<file path="src/rtl/mux_output_deserializer.sv">
// Packs 1-bit multiplexer samples LSB-first into WIDTH-bit words with an X/Z mask and a 2-entry valid/ready buffer.
// Optional X/Z sample counter port x_count is enabled by defining MUX_DESER_XCOUNT_EN.
module mux_output_deserializer #(
    parameter int WIDTH  = 8,
    parameter int XCNT_W = 8
) (
    input  logic              clk,
    input  logic              rst_n,
    input  logic              sample_en,
    input  logic              mux,
    input  logic              clear,
    output logic [WIDTH-1:0]  out_data,
    output logic [WIDTH-1:0]  out_xmask,
    output logic              out_valid,
    input  logic              out_ready,
    output logic              overflow
`ifdef MUX_DESER_XCOUNT_EN
    ,
    output logic [XCNT_W-1:0] x_count
`endif
);

    localparam int CNT_W = (WIDTH > 1) ? $clog2(WIDTH) : 1;

    logic [CNT_W-1:0] cnt_q, cnt_d;
    logic [WIDTH-1:0] pdata_q, pdata_d, pmask_q, pmask_d;
    logic [WIDTH-1:0] hd_data_q, hd_data_d, hd_mask_q, hd_mask_d;
    logic [WIDTH-1:0] tl_data_q, tl_data_d, tl_mask_q, tl_mask_d;
    logic             hd_vld_q, hd_vld_d, tl_vld_q, tl_vld_d;
    logic             ovf_q, ovf_d;

    logic             take, s_one, s_x, last, push, pop;
    logic [WIDTH-1:0] wdata, wmask;

    always_comb begin
        take  = sample_en && !clear;
        // 4-state compare so that X and Z samples are flagged rather than folded into 0/1
        s_one = (mux === 1'b1);
        s_x   = (mux !== 1'b0) && (mux !== 1'b1);
        wdata = pdata_q;
        wmask = pmask_q;
        wdata[cnt_q] = s_one;
        wmask[cnt_q] = s_x;
        last  = (cnt_q == CNT_W'(WIDTH - 1));
        push  = take && last;
        pop   = hd_vld_q && out_ready;

        cnt_d   = cnt_q;
        pdata_d = pdata_q;
        pmask_d = pmask_q;
        ovf_d   = ovf_q;
        if (clear) begin
            cnt_d   = '0;
            pdata_d = '0;
            pmask_d = '0;
            ovf_d   = 1'b0;
        end else if (take) begin
            if (last) begin
                cnt_d   = '0;
                pdata_d = '0;
                pmask_d = '0;
            end else begin
                cnt_d   = cnt_q + CNT_W'(1);
                pdata_d = wdata;
                pmask_d = wmask;
            end
        end

        hd_data_d = hd_data_q;
        hd_mask_d = hd_mask_q;
        hd_vld_d  = hd_vld_q;
        tl_data_d = tl_data_q;
        tl_mask_d = tl_mask_q;
        tl_vld_d  = tl_vld_q;
        // On a pop with an empty tail the head keeps its data and only drops valid
        if (pop) begin
            if (tl_vld_q) begin
                hd_data_d = tl_data_q;
                hd_mask_d = tl_mask_q;
                hd_vld_d  = 1'b1;
                tl_vld_d  = push;
                if (push) begin
                    tl_data_d = wdata;
                    tl_mask_d = wmask;
                end
            end else begin
                hd_vld_d = push;
                if (push) begin
                    hd_data_d = wdata;
                    hd_mask_d = wmask;
                end
            end
        end else if (push) begin
            if (!hd_vld_q) begin
                hd_data_d = wdata;
                hd_mask_d = wmask;
                hd_vld_d  = 1'b1;
            end else if (!tl_vld_q) begin
                tl_data_d = wdata;
                tl_mask_d = wmask;
                tl_vld_d  = 1'b1;
            end else begin
                ovf_d = 1'b1;
            end
        end
    end

    always_ff @(posedge clk or negedge rst_n) begin
        if (!rst_n) begin
            cnt_q     <= '0;
            pdata_q   <= '0;
            pmask_q   <= '0;
            hd_data_q <= '0;
            hd_mask_q <= '0;
            hd_vld_q  <= 1'b0;
            tl_data_q <= '0;
            tl_mask_q <= '0;
            tl_vld_q  <= 1'b0;
            ovf_q     <= 1'b0;
        end else begin
            cnt_q     <= cnt_d;
            pdata_q   <= pdata_d;
            pmask_q   <= pmask_d;
            hd_data_q <= hd_data_d;
            hd_mask_q <= hd_mask_d;
            hd_vld_q  <= hd_vld_d;
            tl_data_q <= tl_data_d;
            tl_mask_q <= tl_mask_d;
            tl_vld_q  <= tl_vld_d;
            ovf_q     <= ovf_d;
        end
    end

    assign out_data  = hd_data_q;
    assign out_xmask = hd_mask_q;
    assign out_valid = hd_vld_q;
    assign overflow  = ovf_q;

`ifdef MUX_DESER_XCOUNT_EN
    logic [XCNT_W-1:0] xcnt_q, xcnt_d;

    always_comb begin
        xcnt_d = xcnt_q;
        if (clear) begin
            xcnt_d = '0;
        end else if (take && s_x && (xcnt_q != {XCNT_W{1'b1}})) begin
            xcnt_d = xcnt_q + XCNT_W'(1);
        end
    end

    always_ff @(posedge clk or negedge rst_n) begin
        if (!rst_n) begin
            xcnt_q <= '0;
        end else begin
            xcnt_q <= xcnt_d;
        end
    end

    assign x_count = xcnt_q;
`endif

endmodule

</file>
<file path="config.mk">
export PLATFORM = sky130hd
export DESIGN_NAME = mux_output_deserializer
export DESIGN_NICKNAME = d
export VERILOG_FILES = /design/src/rtl/mux_output_deserializer.sv
export SDC_FILE = /design/constraint.sdc
export NUM_CORES = 1
export LEC_CHECK = 0
export CAP_MARGIN = 20
export CORE_MARGIN = 4
export CORE_UTILIZATION = 48
export CTS_CLUSTER_DIAMETER = 60
export DETAILED_ROUTE_END_ITERATION = 8
export PLACE_DENSITY = 0.74
export SLEW_MARGIN = 5
export SYNTH_ARGS = -nofsm -noshare
export SYNTH_HDL_FRONTEND = slang
export SYNTH_SLANG_ARGS = --single-unit
</file>
<file path="constraint.sdc">
create_clock -name clk -period 3.1 [get_ports clk]
set_input_delay 0.775 -clock clk [delete_from_list [all_inputs] [get_ports clk]]
set_output_delay 0.775 -clock clk [all_outputs]
set_load 0.01 [all_outputs]
</file>
* After elaboration in Yosys (flattened, before gate mapping)
Cells that the tools add are included.
** Storage, ports and cells
- Flip-flop bits (word level) :: 54
- Latch bits :: 0
- Memory bits (writable) :: 0
- ROM bits :: 0
- Input bits :: 6
- Output and inout bits :: 18
- Memories kept :: 0
** Operators by class
- Add/subtract/negate cells :: 1
- $mul :: 0
- Divide/modulo/power cells :: 0
- Order comparisons :: 2
- Equality and inequality tests :: 7
- Shifts and indexed selects :: 0
- Mux-type cells :: 45
- Bitwise operators :: 0
- Reductions and logical operators :: 13
** Operators with widths (number)
- $mux W8 :: 26
- $bwmux W8 :: 2
- $mux W1 :: 13
- $mux W3 :: 3
- $reduce_bool A2 Y1 :: 4
- $logic_and A1 B1 Y1 :: 5
- $lt A3 B4 Y1 const B :: 1
- $ne A2 B1 Y1 const B :: 2
- $reduce_and A4 Y1 :: 1
- $add A3 B1 Y3 const B :: 1
- $demux W1 S3 :: 1
- $eq A3 B3 Y1 const B :: 1
- $ge A3 B1 Y1 const B :: 1
- $reduce_and A3 Y1 :: 1
- $ne A2 B2 Y1 const B :: 1
- $nex A1 B1 Y1 const B :: 2
- $reduce_and A2 Y1 :: 1
- $eqx A1 B1 Y1 const B :: 1
- $logic_not A1 Y1 :: 1

* Longest topological paths before layout
- Word-level depth :: 9
- Gate-level depth with buffers :: 7
- Gate-level depth less buffers :: 5

* Least setup slack after synthesis
Ideal clock, no wire load.
- Kind :: input port to flip-flop
- From :: in clear
- To :: reg tl_data_q[3]
- Library setup time :: 125 ps
- Arrival :: 1842 ps
- Required time :: 2975 ps
- Setup slack :: 1133 ps
- Stages on the path :: 6
- Path buffers :: 3
- Cell sequence :: buf_4 -> and3b_1 -> and3_1 -> buf_6 -> buf_6 -> mux2_4
** Between the ends
- Cells in the longest elaborated chain, start to end :: 4
** RTL lines
- start, declared :: RTL line 11 : input logic clear,
- $logic_not A1 Y1 :: RTL line 36 : take = sample_en && !clear;
- $logic_and A1 B1 Y1 :: RTL line 36
- $logic_and A1 B1 Y1 :: RTL line 45 : push = take && last;
- $reduce_and A4 Y1 (no source line)
- end signal, assigned :: RTL line 127 : tl_data_q <= tl_data_d;
- end, declared :: RTL line 28 : logic [WIDTH-1:0] tl_data_q, tl_data_d, tl_mask_q, tl_mask_d;
No other way between the ends.
A chain may end at the register's enable or synchronous reset.

* Worst setup path in the final report
- From :: reg cnt_q[1]
- To :: reg tl_mask_q[0]
** Between the ends
- Cells in the longest elaborated chain, start to end :: 9
- Elaborated cells on any way between the ends :: 15
- Classes of those cells :: order compare (2); eq/ne (1); mux (9); reduce/logical (3)
** RTL lines
- start, declared :: RTL line 25 : logic [CNT_W-1:0] cnt_q, cnt_d;
- start signal, assigned :: RTL line 121 : cnt_q <= cnt_d;
- $lt A3 B4 Y1 (not written as such) or $ge A3 B1 Y1 (tied branches) :: RTL line 43 : wmask[cnt_q] = s_x;
- $logic_and A1 B1 Y1 (not written as such) :: RTL line 43
- $mux W1 (not written as such) :: RTL line 43
- $demux W1 S3 :: RTL line 43
- $bwmux W8 :: RTL line 43
- $mux W8 :: RTL line 98 : end else if (!tl_vld_q) begin
- $mux W8 :: RTL line 94 : if (!hd_vld_q) begin
- $mux W8 :: RTL line 93 : end else if (push) begin
- $mux W8 :: RTL line 76 : if (pop) begin
- end signal, assigned :: RTL line 128 : tl_mask_q <= tl_mask_d;
- end, declared :: RTL line 28
Several ways; a longest one is shown, not always the timed one. The select of a mux whose other input is x is not followed.

==> results.md <==
* Peak VDD IR at 0.213 mV
* Critical path fanouts, max at 19
* Cells after Synth at 270
* Number of max-cap violations at 0
* Startpoint Class: register
* # H-tree levels at 2
* Initial antenna violation count at 0
* Clock latency at the later pin of the worst-skew pair at ~0.31 ns
* Post-cts resize count at 0
* CP Buf/Inv Count at 2
* Starting Density at 50.6%
* Yosys Warn Count at 0
* Worst R2R Setup Slack at 0.62 ns
* Req. time, crit path at ~3.3 ns
* Register area share after synthesis at between 40% and 50%
* Worst-case clock buffer depth at 2
* Via density at 6.04
* Post-Syn Area per Cell at 10.5 sq um
* Vias in the first global route at 2271
* Fraction of layout instances using a drive strength above 1 at ~11%
* Worst slew margin at 38.9%
* Wire per inst at 18.5 um
* Drt pass-1 iters at 4
* HPWL after DPL at roughly 4800 um
* Post-Layout Cell Count at around 370
* ANT cells at 0
* Root Buffer: clkbuf_8
* Die Height at 84.9 um
* First-pass GRT wire length at 11600 um
* IO buf count at 23
* Final #Nets at 301
* Worst path cell trace: ha_1 > ha_1 > and3b_1 > and3_1 > buf_4 > buf_4 > mux2i_1
* Setup WS pre-CTS at approximately 0.40 ns
* Worst Path Arrival at 2.72 ns
* Main synth FF type: dfrtp_1
* GRT Residual Overflow at 0
* Netlist Area Pre-Place at 0.00284 sq mm
* Delay of the slowest critical-path stage at 0.69 ns
* GP Congestion at around 0.85
* Dpl cells at ~360
* Layout fillers at approximately 500
* DR vias at 2203
* Chip Width at 84.9 um
* Setup Viol. Count Final at 0
* Crit path max-delay cell type: dfrtp_1
* FF+latch count, synth at 54
* Hold Vio Cnt, Final at 0
* Tot GR Track Use at 19.7%
* Final Slew Violations at 0
* Total Wirelength at 6770 um
* Die ar. at 0.00721 sq mm
* TritonCTS Buffers at 5
* IO Pins at 24
* PnR Total Power at 1.22 mW
* PnR worst setup slack at 0.619 ns
* Area Growth Syn to Fin at 13.4%
* Clk pin slew, worst setup/hold paths at 0.11 ns
* CP Class: reg2reg
* F_max at 403 MHz
* Status: complete, no violations
* CTS Hold Bufs at 0
* Tcrit/Tclk final at 80.0%
* TritonCTS Sinks at 54
* Setup Skew at between 0.008 and 0.009 ns
* Core ar. at 0.00561 sq mm
* Postcts setup bufs at 0
* P_leak at 1.45 nW
* Pin count of the biggest net entering global routing at 26
* Worst-margin pin slew at 0.915 ns
* Min Tclk post-route at 2.48 ns
* CTS tree: yes
* Iteration-0 DRC Markers at 150
* Delay-heaviest family, CP: flip-flops
* RSZ-0062 raised after global routing: false
* # DRC at 0
* Unique cell type count in the Yosys netlist at 44
* Power density over cell area at 378 mW/mm^2
* Number of synthesized flops with an enable pin at 0
* # rows at 27
* Setup crit end kind: register
* Routed Antenna Nets at 0
* Setup Total Neg Slack at 0 ns
* Asr flop ratio synth at 100%
* Min-delay worst type: in2async
* Syn_nets at around 280
per-layer routing:
layer	up-vias	wire length [um]	global-route usage [%]
li1	1026	-	-
met1	1094	3190	29.0
met2	77	3080	30.2
met3	6	409	2.91
met4	0	87	5.90
met5	-	0	0
flip-flops by register name, summed over array words and instances, names as in the netlist:
signal / count
cnt_q: 3
out_data: 8
out_valid: 1
out_xmask: 8
overflow: 1
pdata_q: 8
pmask_q: 8
tl_data_q: 8
tl_mask_q: 8
tl_vld_q: 1
cell type report:
type / count / area (sq um) / share of cell area, %
flip-flops and latches: 54 / 1350 / 42.0
multi-input cells: 172 / 1290 / 40.1
repair buffers: 32 / 293 / 9.09
inverters: 27 / 101 / 3.15
well taps: 72 / 90.1 / 2.80
clock buffers: 5 / 68.8 / 2.14
clock inverters: 3 / 25.0 / 0.777
kinds of logic after synthesis:
group                    after synthesis  share of synthesized area [%]
AO/OA/AOI/OAI                         73                           18.1
AND/OR/NAND/NOR                       72                           16.5
flip-flops                            54                           47.6
buffers and inverters                 44                           6.96
multiplexers                          23                           9.21
adder cells (fa/ha/maj)                3                           1.32
XOR/XNOR                               1                          0.308
Yosys cell counts (all sizes together) (4+ instances only):
library cell	count	area, sq um
nand3	8	40.0
mux2i	13	130
mux2	10	131
a211oi	6	45.0
a21o	11	82.6
buf	12	77.6
clkbuf	5	18.8
dfrtp	54	1350
inv	26	97.6
o32ai	13	114
nand3b	4	30.0
a32oi	6	52.6
nor2	6	22.5
nand2b	8	50.1
a21oi	23	119
o21ai	6	30.0
nand2	11	41.3
nor3b	11	92.6
and3b	4	35.0
worst reg2reg max path, delay by kind of cell (launching register included):
family | cells | cell delay (ns)
buffers and inverters | 2 | 0.38
muxes | 1 | 0.19
adders and majority gates | 2 | 0.54
and+or+nand+nor | 2 | 0.60
DFF | 1 | 0.69
placed cells by master, fill, tap and decap left out, types with 6 or more instances in the layout:
cell,netlist,routed
dfrtp_1,54,54
inv_1,26,26
a21oi_1,22,22
clkdlybuf4s50_1,0,22
o32ai_1,13,13
mux2i_1,13,13
nand2_1,11,11
a21o_1,11,11
nor3b_1,9,9
buf_4,2,9
nand2b_1,8,8
nand3_1,8,8
nor2_1,6,6
o21ai_0,6,6
a211oi_1,6,6
a32oi_1,6,6
final timing paths:
kind / startpoint / endpoint / depth (start not counted)
setup / recovery: cnt_q[1] / tl_mask_q[0] / 7
hold / removal: rst_n / out_valid / 1
setup reg to reg: cnt_q[1] / tl_mask_q[0] / 7
hold reg to reg: tl_data_q[2] / tl_data_q[2] / 1
max in group asynchronous: rst_n / pdata_q[6] / 2
min in group clk: tl_data_q[2] / tl_data_q[2] / 1
report_power, final:
| group | internal [mW] | switching, mW | total, mW |
|---|---|---|---|
| Sequential | 0.709 | 0.00797 | 0.717 |
| Combinational | 0.0320 | 0.0564 | 0.0883 |
| Clock | 0.164 | 0.248 | 0.412 |
metrics by stage:
stage | cell area [sq um] | hold slack [ns] | util, %
6_report | 3220 | 0.388 | 57.4
5_1_grt | 3220 | 0.407 | 57.4
4_1_cts | 3220 | 0.391 | 57.4
3_5_place_dp | 3130 | 0.495 | 55.8
3_3_place_gp | 3130 | 0.484 | 55.8
2_1_floorplan | 2840 | 0.471 | -
Note: power is estimated with default switching activity, not from simulation.
